File: src/rtl/contador_pkg.sv
// rtl/contador_pkg.sv - shared direction and mode encodings for contador_param
package contador_pkg;

  localparam logic DIR_UP    = 1'b1;
  localparam logic DIR_DOWN  = 1'b0;
  localparam logic MODE_WRAP = 1'b0;
  localparam logic MODE_SAT  = 1'b1;

endpackage

File: src/rtl/contador_next.sv
// rtl/contador_next.sv - combinational next-count and boundary-event logic
module contador_next
  import contador_pkg::*;
#(
  parameter int WIDTH = 12
) (
  input  logic [WIDTH-1:0] cur,
  input  logic [WIDTH-1:0] max,
  input  logic             dir,
  input  logic             sat,
  output logic [WIDTH-1:0] nxt,
  output logic             evt
);

  localparam logic [WIDTH-1:0] ONE  = {{(WIDTH-1){1'b0}}, 1'b1};
  localparam logic [WIDTH-1:0] ZERO = '0;

  always_comb begin
    nxt = cur;
    evt = 1'b0;
    if (dir == DIR_UP) begin
      // values above max (from a load) count as being at the bound
      if (cur >= max) begin
        evt = 1'b1;
        nxt = (sat == MODE_SAT) ? max : ZERO;
      end else begin
        nxt = cur + ONE;
      end
    end else begin
      if (cur == ZERO) begin
        evt = 1'b1;
        nxt = (sat == MODE_SAT) ? ZERO : max;
      end else begin
        nxt = cur - ONE;
      end
    end
  end

endmodule

File: src/rtl/contador_param.sv
// rtl/contador_param.sv - up/down counter with load, terminal value, TC pulse and sticky Ovf
// Optional capture register enabled by CONTADOR_CAPTURE_EN.
module contador_param
  import contador_pkg::*;
#(
  parameter int WIDTH     = 12,
  parameter int RESET_VAL = 0
) (
  input  logic             CLK,
  input  logic             reset,
  input  logic             Clr,
  input  logic             LA,
  input  logic [WIDTH-1:0] load,
  input  logic             En,
  input  logic             Dir,
  input  logic             Sat,
  input  logic [WIDTH-1:0] Max,
  input  logic             Ovf_clr,
`ifdef CONTADOR_CAPTURE_EN
  input  logic             Cap,
  output logic [WIDTH-1:0] Cap_out,
`endif
  output logic [WIDTH-1:0] Out,
  output logic             TC,
  output logic             Ovf
);

  localparam logic [WIDTH-1:0] RST = WIDTH'(RESET_VAL);

  logic [WIDTH-1:0] nxt;
  logic             evt;
  logic             cnt_evt;

  contador_next #(.WIDTH(WIDTH)) u_next (
    .cur (Out),
    .max (Max),
    .dir (Dir),
    .sat (Sat),
    .nxt (nxt),
    .evt (evt)
  );

  // a boundary only counts when the count path actually wins priority
  assign cnt_evt = En & ~Clr & ~LA & evt;

  always_ff @(posedge CLK or negedge reset) begin
    if (!reset) begin
      Out <= RST;
      TC  <= 1'b0;
      Ovf <= 1'b0;
    end else begin
      if (Clr) begin
        Out <= RST;
        TC  <= 1'b0;
      end else if (LA) begin
        Out <= load;
        TC  <= 1'b0;
      end else if (En) begin
        Out <= nxt;
        TC  <= evt;
      end else begin
        TC  <= 1'b0;
      end

      if (cnt_evt)
        Ovf <= 1'b1;
      else if (Ovf_clr)
        Ovf <= 1'b0;
    end
  end

`ifdef CONTADOR_CAPTURE_EN
  always_ff @(posedge CLK or negedge reset) begin
    if (!reset)
      Cap_out <= '0;
    else if (Cap)
      Cap_out <= Out;
  end
`endif

endmodule

File: config.mk
export PLATFORM = sky130hd
export DESIGN_NAME = contador_param
export DESIGN_NICKNAME = d
export VERILOG_FILES = /design/src/rtl/contador_pkg.sv /design/src/rtl/contador_next.sv /design/src/rtl/contador_param.sv
export SDC_FILE = /design/constraint.sdc
export NUM_CORES = 1
export LEC_CHECK = 0
export CORE_ASPECT_RATIO = 1.1
export CORE_MARGIN = 2
export CORE_UTILIZATION = 55
export CTS_CLUSTER_SIZE = 12
export DETAILED_ROUTE_END_ITERATION = 7
export PLACE_DENSITY = 0.88
export SLEW_MARGIN = 30
export SYNTH_ARGS = -nofsm -noshare
export SYNTH_HDL_FRONTEND = slang
export SYNTH_SLANG_ARGS = --single-unit
File: constraint.sdc
create_clock -name CLK -period 5.6 [get_ports CLK]
set_input_delay 1.12 -clock CLK [delete_from_list [all_inputs] [get_ports CLK]]
set_output_delay 1.12 -clock CLK [all_outputs]
set_load 0.05 [all_outputs]
==> impl_metrics.env, run 1 <==
export IMPL_relSlewSlack_pct=50.8
export IMPL_reg2regPathDepth=8
export IMPL_syn_num_nets=304
export IMPL_clk_pin_slew_ns=0.11
export IMPL_seq_area_frac_synth_pct=17.5
export IMPL_antenna_found_initial=0
export IMPL_synth_cells=257
export IMPL_synth_top_area_share_pct=17.5
export IMPL_setup_viol=0
export IMPL_num_vias=2136
export IMPL_regArea_um2=350
export IMPL_cts_repair_resized=0
export IMPL_maxCapViolations=0
export IMPL_timing_hold_ws_ns=0.653
export IMPL_synthArstFlopShare_pct=100
export IMPL_drc=0
export IMPL_cp_data_arrival_time_ns=3.75
export IMPL_slew_viol_final=0
export IMPL_grt_pass1_wl_um=9460
export IMPL_final_util_pct=70.1
export IMPL_drt_wl_total_um=5760
export IMPL_critPathLaunchType="input pin"
export IMPL_place_gp_congestion=0.973
export IMPL_fillers=296
export IMPL_synth_ff_type="dfrtp_1"
export IMPL_synth_cell_types=55
export IMPL_firstDrtPassIters=5
export IMPL_routed_via_density=6.34
export IMPL_endpoint_kind="flop"
export IMPL_cts_tree="yes"
export IMPL_fin_crit_sh_pct=63.4
export IMPL_synth_edff_count=0
export IMPL_area_delta_synth_final_pct=19.7
export IMPL_clockBufferDepth=2
export IMPL_drt_initial_drc_count=194
export IMPL_final_cell_mix="clkdlybuf4s50_1, nor2_1, nand2_1, a21oi_1, inv_1"
export IMPL_ant_nets=0
export IMPL_dp_hpwl_um=4120
export IMPL_synth_area_top_cells="dfrtp_1, ha_1, a21oi_1"
export IMPL_power_density_nw_per_um2=188
export IMPL_io_pin_count=46
export IMPL_core_area_um2=3410
export IMPL_first_global_vias=2006
export IMPL_grt_overflow=0
export IMPL_worstPathRequired_ns=5.80
export IMPL_post_cts_setup_buffers=0
export IMPL_insertedDiodeCount=0
export IMPL_peakVddDrop_mv=0.163
export IMPL_final_common_cell="clkdlybuf4s50_1"
export IMPL_stdcell_count=337
export IMPL_fin_crit_ns=3.55
export IMPL_critPathKind="input pin to flop"
export IMPL_finalHoldViolCount=0
export IMPL_worst_pin_slew_ns=0.736
export IMPL_preCtsSetupSlack_ns=1.72
export IMPL_layout_setup_ws_ns=2.05
export IMPL_tns_ns=0
export IMPL_fmax_ghz=0.282
export IMPL_status="completed"
export IMPL_yosys_warnings=0
export IMPL_hold_path_class="flop to flop"
export IMPL_hold_depth=2
export IMPL_grt_total_usage_pct=30.4
export IMPL_die_area_um2=4130
export IMPL_num_rows=22
export IMPL_clkSinkCount=14
export IMPL_avgSynthCellArea_um2=7.77
export IMPL_rsz0062_at_grt="false"
export IMPL_drive_gt1_share_pct=9.00
export IMPL_start_util_pct=58.5
export IMPL_numCtsBuffers=3
export IMPL_nNetsFinal=337
export IMPL_root_buffer="clkbuf_4"
export IMPL_yosys_area_top_type="dfrtp_1"
export IMPL_wl_per_cell_um=17.1
export IMPL_ctsHoldBuffers=0
export IMPL_max_stage_delay_ns=0.60
export IMPL_ys_ff_latch=14
export IMPL_worstPathCellList="clkdlybuf4s50_1, inv_1, ha_1, o211ai_1, o31a_2, o31ai_4, mux2_4, a2111oi_2"
export IMPL_io_buffers=45
export IMPL_die_height_um=67.2
export IMPL_multiInputGateArea_um2=1430
export IMPL_fin_worst_skew_ns=0.0143
export IMPL_worst_path_max_fanout=14
export IMPL_cts_max_level=1
export IMPL_clk_latency_ns=0.30
export IMPL_grt_max_degree=25
export IMPL_die_w_um=61.5
export IMPL_dp_cells=333
export IMPL_leakagePower_nw=1.00
export IMPL_syn_cell_area_um2=2000
export IMPL_worst_path_max_delay_cell="o31ai_4"
==> kinds of logic after synthesis <==
family                   Yosys count  synth area share [%]
flip-flops                        14                  17.5
multiplexers                       8                  4.57
AND/OR/NAND/NOR                  107                  28.1
buffers and inverters             35                  10.8
adder cells (fa/ha/maj)           15                  9.39
XOR/XNOR                          15                  6.58
AO/OA/AOI/OAI                     63                  23.1
==> sequential cells by signal, indices dropped and copies added, names as in the netlist <==
signal	cells
Out	12
Ovf	1
TC	1
==> routing by layer <==
| metal | GRT usage, % | up-vias | part of all wire, % |
|---|---|---|---|
| met5 | 0 | - | 0 |
| met4 | 12.0 | 0 | 2.1 |
| met3 | 7.66 | 17 | 9.2 |
| met2 | 48.9 | 117 | 47 |
| met1 | 38.4 | 1002 | 41 |
| li1 | - | 1000 | - |
==> worst paths after layout <==
path | start | to | slack [ns]
max | Max[5] | Out[7] | 2.05
min | Ovf | Ovf | 0.65
max reg2reg | Out[0] | Out[7] | 2.68
min reg2reg | Ovf | Ovf | 0.65
max in group asynchronous | reset | TC | 3.90
min in group asynchronous | reset | Out[2] | 1.23
==> critical path: cells and delay by family <==
| kind | cells | cell delay [ns] |
|---|---|---|
| AO/OA/AOI/OAI | 4 | 1.41 |
| buffers and inverters | 2 | 0.55 |
| multiplexers | 1 | 0.36 |
| adder cells (fa/ha/maj) | 1 | 0.30 |
==> report_power, final <==
part	internal, W	leakage [nW]	switching (W)	total (W)
clock network	0.0000397	0.0210	0.0000406	0.0000803
registers	0.000109	0.186	0.0000250	0.000134
logic	0.000102	0.793	0.000133	0.000235
total	0.000251	1.00	0.000199	0.000450
==> metrics by stage <==
step / cell area [um^2] / total power, W
5_1_grt: 2390 / 0.000477
6_report: 2390 / 0.000450
3_5_place_dp: 2360 / 0.000366
2_1_floorplan: 2000 / 0.000302
3_3_place_gp: 2360 / 0.000362
4_1_cts: 2400 / 0.000446
==> final cells by class <==
type                       count  share of cell area (%)
clock buffer                   4                    1.52
tap                           48                    2.51
inverter                      18                    2.82
sequential                    14                    14.6
multi-input combinational    208                    59.9
timing repair buffer          45                    18.6
==> Yosys cell counts, drive strengths merged, types with 3 or more instances <==
cell type,number
a2111oi,3
a211oi,4
a21oi,22
and3,10
buf,7
clkbuf,9
dfrtp,14
ha,15
inv,18
mux2,6
nand2,25
nand2b,4
nand3,5
nand4,5
nor2,28
nor3,11
o21ai,10
o221ai,4
o31a,3
or3,7
xnor2,8
xor2,7
No activity file was read; power rests on OpenSTA's default activity.
==> run 2, diff against run 1 <==
--- a/config.mk
+++ b/config.mk
@@ -7,10 +7,10 @@
 export LEC_CHECK = 0
 export CORE_ASPECT_RATIO = 1.1
 export CORE_MARGIN = 2
-export CORE_UTILIZATION = 55
+export CORE_UTILIZATION = 51
 export CTS_CLUSTER_SIZE = 12
 export DETAILED_ROUTE_END_ITERATION = 7
-export PLACE_DENSITY = 0.88
+export PLACE_DENSITY = 0.82
 export SLEW_MARGIN = 30
 export SYNTH_ARGS = -nofsm -noshare
 export SYNTH_HDL_FRONTEND = slang
==> constraint.sdc (replaced) <==
create_clock -name CLK -period 3.4 [get_ports CLK]
set_input_delay 0.68 -clock CLK [delete_from_list [all_inputs] [get_ports CLK]]
set_output_delay 0.68 -clock CLK [all_outputs]
set_load 0.05 [all_outputs]
==> run 2 against run 1 <==
  * First-iteration DRC count decreased by 7.7%
  * Sequential share of layout area fell by 0.34 points
  * Die area is 7.3% higher
  * Routed wire length rose by 2.8%
  * Sequential cell count stayed put
  * Critical path depth increased by 1
  * Worst hold slack worse by 0.038 ns
  * Power up 70%
  * Non-clock buffer count increased by 6
  * Cell area grew 2.4%
  * Largest cell class unchanged
==> impl_metrics.env, run 2 (synthesized netlist as in run 1, its figures left out) <==
export IMPL_worst_pin_slew_ns=0.773
export IMPL_post_cts_setup_buffers=0
export IMPL_placed_area_um2=2410
export IMPL_wl_per_cell_um=17.2
export IMPL_root_buffer="clkbuf_8"
export IMPL_die_area_um2=4440
export IMPL_regArea_um2=350
export IMPL_drt_wl_total_um=5920
export IMPL_die_w_um=63.7
export IMPL_clk_latency_ns=0.25
export IMPL_io_buffers=45
export IMPL_critPathKind="input pin to flop"
export IMPL_tns_ns=0
export IMPL_dp_hpwl_um=4330
export IMPL_drc=0
export IMPL_final_common_cell="clkdlybuf4s50_1"
export IMPL_fin_crit_ns=2.98
export IMPL_maxCapViolations=0
export IMPL_finalHoldViolCount=0
export IMPL_firstDrtPassIters=5
export IMPL_core_area_um2=3710
export IMPL_cts_max_level=1
export IMPL_fin_worst_skew_ns=0.00217
export IMPL_rsz0062_at_grt="false"
export IMPL_final_area_um2=2450
export IMPL_insertedDiodeCount=0
export IMPL_die_height_um=69.7
export IMPL_area_delta_synth_final_pct=22.6
export IMPL_power_density_nw_per_um2=312
export IMPL_worstPathRequired_ns=3.55
export IMPL_clkSinkCount=14
export IMPL_final_util_pct=66.0
export IMPL_grt_max_degree=21
export IMPL_hold_path_class="flop to flop"
export IMPL_io_pin_count=46
export IMPL_fin_crit_sh_pct=87.7
export IMPL_place_gp_congestion=0.931
export IMPL_largest_register_ffs=12
export IMPL_critPathLaunchType="input pin"
export IMPL_fillers=310
export IMPL_ctsHoldBuffers=0
export IMPL_grt_total_usage_pct=27.9
export IMPL_fmax_ghz=0.335
export IMPL_endpoint_kind="flop"
export IMPL_multiInputGateArea_um2=1430
export IMPL_grt_pass1_wl_um=9870
export IMPL_timing_hold_ws_ns=0.615
export IMPL_final_cell_mix="clkdlybuf4s50_1, nor2_1, nand2_1, a21oi_1, inv_1"
export IMPL_nNetsFinal=343
export IMPL_num_rows=23
export IMPL_leakagePower_nw=1.03
export IMPL_antenna_found_initial=0
export IMPL_drive_gt1_share_pct=10.2
export IMPL_start_util_pct=53.8
export IMPL_clockBufferDepth=2
export IMPL_numCtsBuffers=3
export IMPL_cts_repair_resized=0
export IMPL_drt_initial_drc_count=179
export IMPL_relSlewSlack_pct=48.3
export IMPL_clk_pin_slew_ns=0.07
export IMPL_first_global_vias=2048
export IMPL_num_vias=2152
export IMPL_top_regs="Out (12), Ovf (1), TC (1)"
export IMPL_worst_path_max_fanout=7
export IMPL_status="completed"
export IMPL_total_power_w=0.000766
export IMPL_cts_tree="yes"
export IMPL_cp_data_arrival_time_ns=3.13
export IMPL_routed_via_density=6.26
export IMPL_grt_overflow=0
export IMPL_peakVddDrop_mv=0.164
export IMPL_setup_viol=0
export IMPL_slew_viol_final=0
export IMPL_ant_nets=0
export IMPL_regMostFlops="Out"
-- run 2: cell type report --
| cell class | count | share of cell area [%] |
|---|---|---|
| Inverter | 18 | 2.76 |
| Sequential cell | 14 | 14.3 |
| Clock buffer | 3 | 1.69 |
| Tap cell | 50 | 2.55 |
| Multi-Input combinational cell | 208 | 58.5 |
| Timing Repair Buffer | 51 | 20.2 |
-- run 2: final timing paths --
| path | depth (start not counted) | endpoint | from | slack [ns] |
|---|---|---|---|---|
| hold reg to reg | 2 | Ovf | Ovf | 0.62 |
| hold / removal | 2 | Ovf | Ovf | 0.62 |
| max in group asynchronous | 1 | Out[8] | reset | 2.04 |
| min in group asynchronous | 1 | Out[1] | reset | 0.88 |
| setup / recovery | 9 | Out[7] | Max[10] | 0.42 |
| setup reg to reg | 8 | Out[6] | Out[0] | 0.68 |
-- run 2: metrics by stage --
step,cells,setup WS [ns]
after floorplan,257,0.631
after global placement,341,0.263
after detailed placement,341,0.196
after CTS,344,0.438
after global routing,344,0.207
final,344,0.419
-- run 2: routing by layer --
layer / GRT usage, % / wire [um]
met5: 0 / 0
met2: 48.2 / 2970
met1: 36.6 / 2210
met4: 8.21 / 138
met3: 2.44 / 598
-- run 2: worst max-delay path: stages --
cell,delay (ns)
clkdlybuf4s50_1,0.49
inv_1,0.07
ha_1,0.33
a21oi_1,0.17
nand2_1,0.07
a211oi_1,0.41
o31ai_4,0.21
mux2_4,0.34
a2111oi_2,0.34
-- run 2: where the power goes --
group	internal, W	leakage, nW	switching, W
combinational	0.000174	0.822	0.000222
sequential	0.000180	0.186	0.0000403
clock	0.0000787	0.0216	0.0000706
==> run 3, diff against run 2 <==
--- a/config.mk
+++ b/config.mk
@@ -5,12 +5,13 @@
 export SDC_FILE = /design/constraint.sdc
 export NUM_CORES = 1
 export LEC_CHECK = 0
+export ABC_AREA = 1
 export CORE_ASPECT_RATIO = 1.1
 export CORE_MARGIN = 2
-export CORE_UTILIZATION = 51
+export CORE_UTILIZATION = 52
 export CTS_CLUSTER_SIZE = 12
 export DETAILED_ROUTE_END_ITERATION = 7
-export PLACE_DENSITY = 0.82
+export PLACE_DENSITY = 0.83
 export SLEW_MARGIN = 30
 export SYNTH_ARGS = -nofsm -noshare
 export SYNTH_HDL_FRONTEND = slang
==> run 3 against run 2 <==
  * Non-clock buffer count shrank 3
  * Combinational power grew 8.1%
  * Register-to-register slack gained 0.51 ns
  * Sequential share of layout area shrank 0.72 points
  * Maximum frequency grew 11%
  * Critical path depth grew 7
  * Via count grew 5.3%
  * Critical path type unchanged
  * Highest routed layer unchanged
==> impl_metrics.env, run 3 <==
export IMPL_worst_path_max_fanout=11
export IMPL_place_gp_congestion=0.923
export IMPL_synth_ff_type="dfrtp_1"
export IMPL_cp_endpoint="Out[5]"
export IMPL_cp_data_arrival_time_ns=2.83
export IMPL_largest_register_ffs=12
export IMPL_cp_startpoint="Max[10]"
export IMPL_relSlewSlack_pct=53.7
export IMPL_status="completed"
export IMPL_yosys_area_top_type="nand2_1"
export IMPL_maxCapViolations=0
export IMPL_final_common_cell="nand2_1"
export IMPL_layout_setup_ws_ns=0.706
export IMPL_num_rows=24
export IMPL_start_util_pct=53.1
export IMPL_yosysMostFrequentCell="nand2_1"
export IMPL_area_delta_synth_final_pct=24.4
export IMPL_fin_crit_ns=2.69
export IMPL_synth_cell_types=30
export IMPL_p_int_w=0.000450
export IMPL_regMostFlops="Out"
export IMPL_die_w_um=64.2
export IMPL_cts_max_level=1
export IMPL_dp_cells=453
export IMPL_drt_initial_drc_count=109
export IMPL_ant_nets=0
export IMPL_multiInputGateArea_um2=1430
export IMPL_synthArstFlopShare_pct=100
export IMPL_slew_viol_final=0
export IMPL_grt_max_degree=24
export IMPL_cts_tree="yes"
export IMPL_fmax_ghz=0.371
export IMPL_switchingPower_w=0.000355
export IMPL_wl_per_cell_um=11.4
export IMPL_endpoint_kind="flop"
export IMPL_worstPathRequired_ns=3.54
export IMPL_critPathLaunchType="input pin"
export IMPL_rsz0062_at_grt="false"
export IMPL_core_area_um2=3900
export IMPL_root_buffer="clkbuf_8"
export IMPL_syn_cell_area_um2=2070
export IMPL_antenna_found_initial=0
export IMPL_num_vias=2266
export IMPL_leakagePower_nw=1.43
export IMPL_tns_ns=0
export IMPL_clkPwrFrac_pct=19.7
export IMPL_io_buffers=45
export IMPL_clkSinkCount=14
export IMPL_synth_cells=363
export IMPL_top_regs="Out (12), Ovf (1), TC (1)"
export IMPL_synth_area_top_cells="nand2_1, dfrtp_1, inv_1"
export IMPL_p_comb_share_pct=53.1
export IMPL_fillers=387
export IMPL_routed_via_density=4.96
export IMPL_drive_gt1_share_pct=6.67
export IMPL_grt_total_usage_pct=24.4
export IMPL_clk_latency_ns=0.24
export IMPL_r2r_slack_ns=1.19
export IMPL_insertedDiodeCount=0
export IMPL_hold_path_class="flop to flop"
export IMPL_nNetsFinal=453
export IMPL_grt_overflow=0
export IMPL_final_util_pct=66.1
export IMPL_drt_wl_total_um=5190
export IMPL_fin_crit_sh_pct=79.2
export IMPL_r2r_start="Out[11]"
export IMPL_ys_ff_latch=14
export IMPL_r2r_end="Out[5]"
export IMPL_setup_viol=0
export IMPL_synth_edff_count=0
export IMPL_grt_pass1_wl_um=8980
export IMPL_power_frac_seq_pct=27.3
export IMPL_synth_top_area_share_pct=23.9
export IMPL_io_pin_count=46
export IMPL_firstDrtPassIters=4
export IMPL_seq_area_frac_synth_pct=16.9
export IMPL_first_global_vias=2072
export IMPL_stdcell_count=457
export IMPL_cp_common_cell="nand2_1"
export IMPL_reg2regPathDepth=14
export IMPL_clockBufferDepth=2
export IMPL_post_cts_setup_buffers=0
export IMPL_finalHoldViolCount=0
export IMPL_numCtsBuffers=3
export IMPL_preCtsSetupSlack_ns=0.484
export IMPL_cts_repair_resized=0
export IMPL_dp_hpwl_um=4140
export IMPL_clk_pin_slew_ns=0.06
export IMPL_yosys_warnings=0
export IMPL_avgSynthCellArea_um2=5.71
export IMPL_syn_num_nets=410
export IMPL_swShare_pct=44.1
export IMPL_worst_pin_slew_ns=0.694
export IMPL_ctsHoldBuffers=0
export IMPL_synth_common_cells="nand2_1, inv_1, nor2_1"
export IMPL_power_density_nw_per_um2=312
export IMPL_die_height_um=70.2
export IMPL_fin_worst_skew_ns=0.00155
export IMPL_regArea_um2=350
export IMPL_timing_hold_ws_ns=0.548
export IMPL_max_stage_delay_ns=0.52
export IMPL_drc=0
export IMPL_critPathKind="input pin to flop"
export IMPL_die_area_um2=4510
export IMPL_worst_path_max_delay_cell="clkdlybuf4s50_1"
export IMPL_peakVddDrop_mv=0.268
export IMPL_worstPathCellList="clkdlybuf4s50_1, inv_1, ha_1, nand2_1, nor2_2, nand2_1, nor2_1, nand2_2, nand2_2, inv_1, nand2_1, nand2_1, nand2_1, nand2_1, nand2_1, nand2_1"
export IMPL_final_cell_mix="nand2_1, inv_1, clkdlybuf4s50_1, nor2_1, nand3_1"
run 3: worst max-delay path, delay by kind of cell:
| kind | cells | cell delay, ns |
|---|---|---|
| simple gates | 12 | 1.17 |
| buf+inv | 3 | 0.71 |
| fa+ha+maj | 1 | 0.28 |
run 3: kinds of logic after synthesis:
group / synth area share, %
and+or+nand+nor: 47.6
xor gates and xnor gates: 4.22
buffers and inverters: 14.2
DFF: 16.9
adders and majority gates: 9.05
AOI/OAI and AO/OA: 8.08
run 3: worst min path at each step:
stage                 from  endpoint  slack, ns  cells past startpoint
CTS                 Out[0]    Out[0]       0.55                      2
global placement       Ovf       Ovf       0.51                      2
global route        Out[0]    Out[0]       0.60                      2
finish              Out[0]    Out[0]       0.55                      2
floorplan            reset    Out[0]       0.38                      0
detailed placement  Out[0]    Out[0]       0.54                      2
run 3: metrics by stage:
stage / cell area (um^2) / power, W
floorplan: 2070 / 0.000522
global placement: 2520 / 0.000642
detailed placement: 2520 / 0.000647
CTS: 2580 / 0.000806
global route: 2580 / 0.000871
finish: 2580 / 0.000806
run 3: final cells by class:
type                    count  share of cell area (%)
clock buffers               4                    2.13
repair buffers             48                    18.3
flip-flops and latches     14                    13.6
multi-input cells         284                    55.4
well taps                  52                    2.52
inverters                  55                    8.00
run 3: power by group through the flow:
stage | sequential [W] | clock [W] | combinational (W)
6_report | 0.000220 | 0.000158 | 0.000428
4_1_cts | 0.000219 | 0.000159 | 0.000428
5_1_grt | 0.000224 | 0.000169 | 0.000478
3_5_place_dp | 0.000222 | 0 | 0.000425
2_1_floorplan | 0.000267 | 0 | 0.000254
3_3_place_gp | 0.000222 | 0 | 0.000420
run 3: metal layers:
metal	global-route usage, %	vias to the layer above	share of wire, %
li1	-	1204	-
met1	34.4	973	46
met2	40.7	82	47
met3	0.483	7	5.8
met4	7.09	0	1.1
met5	0	-	0
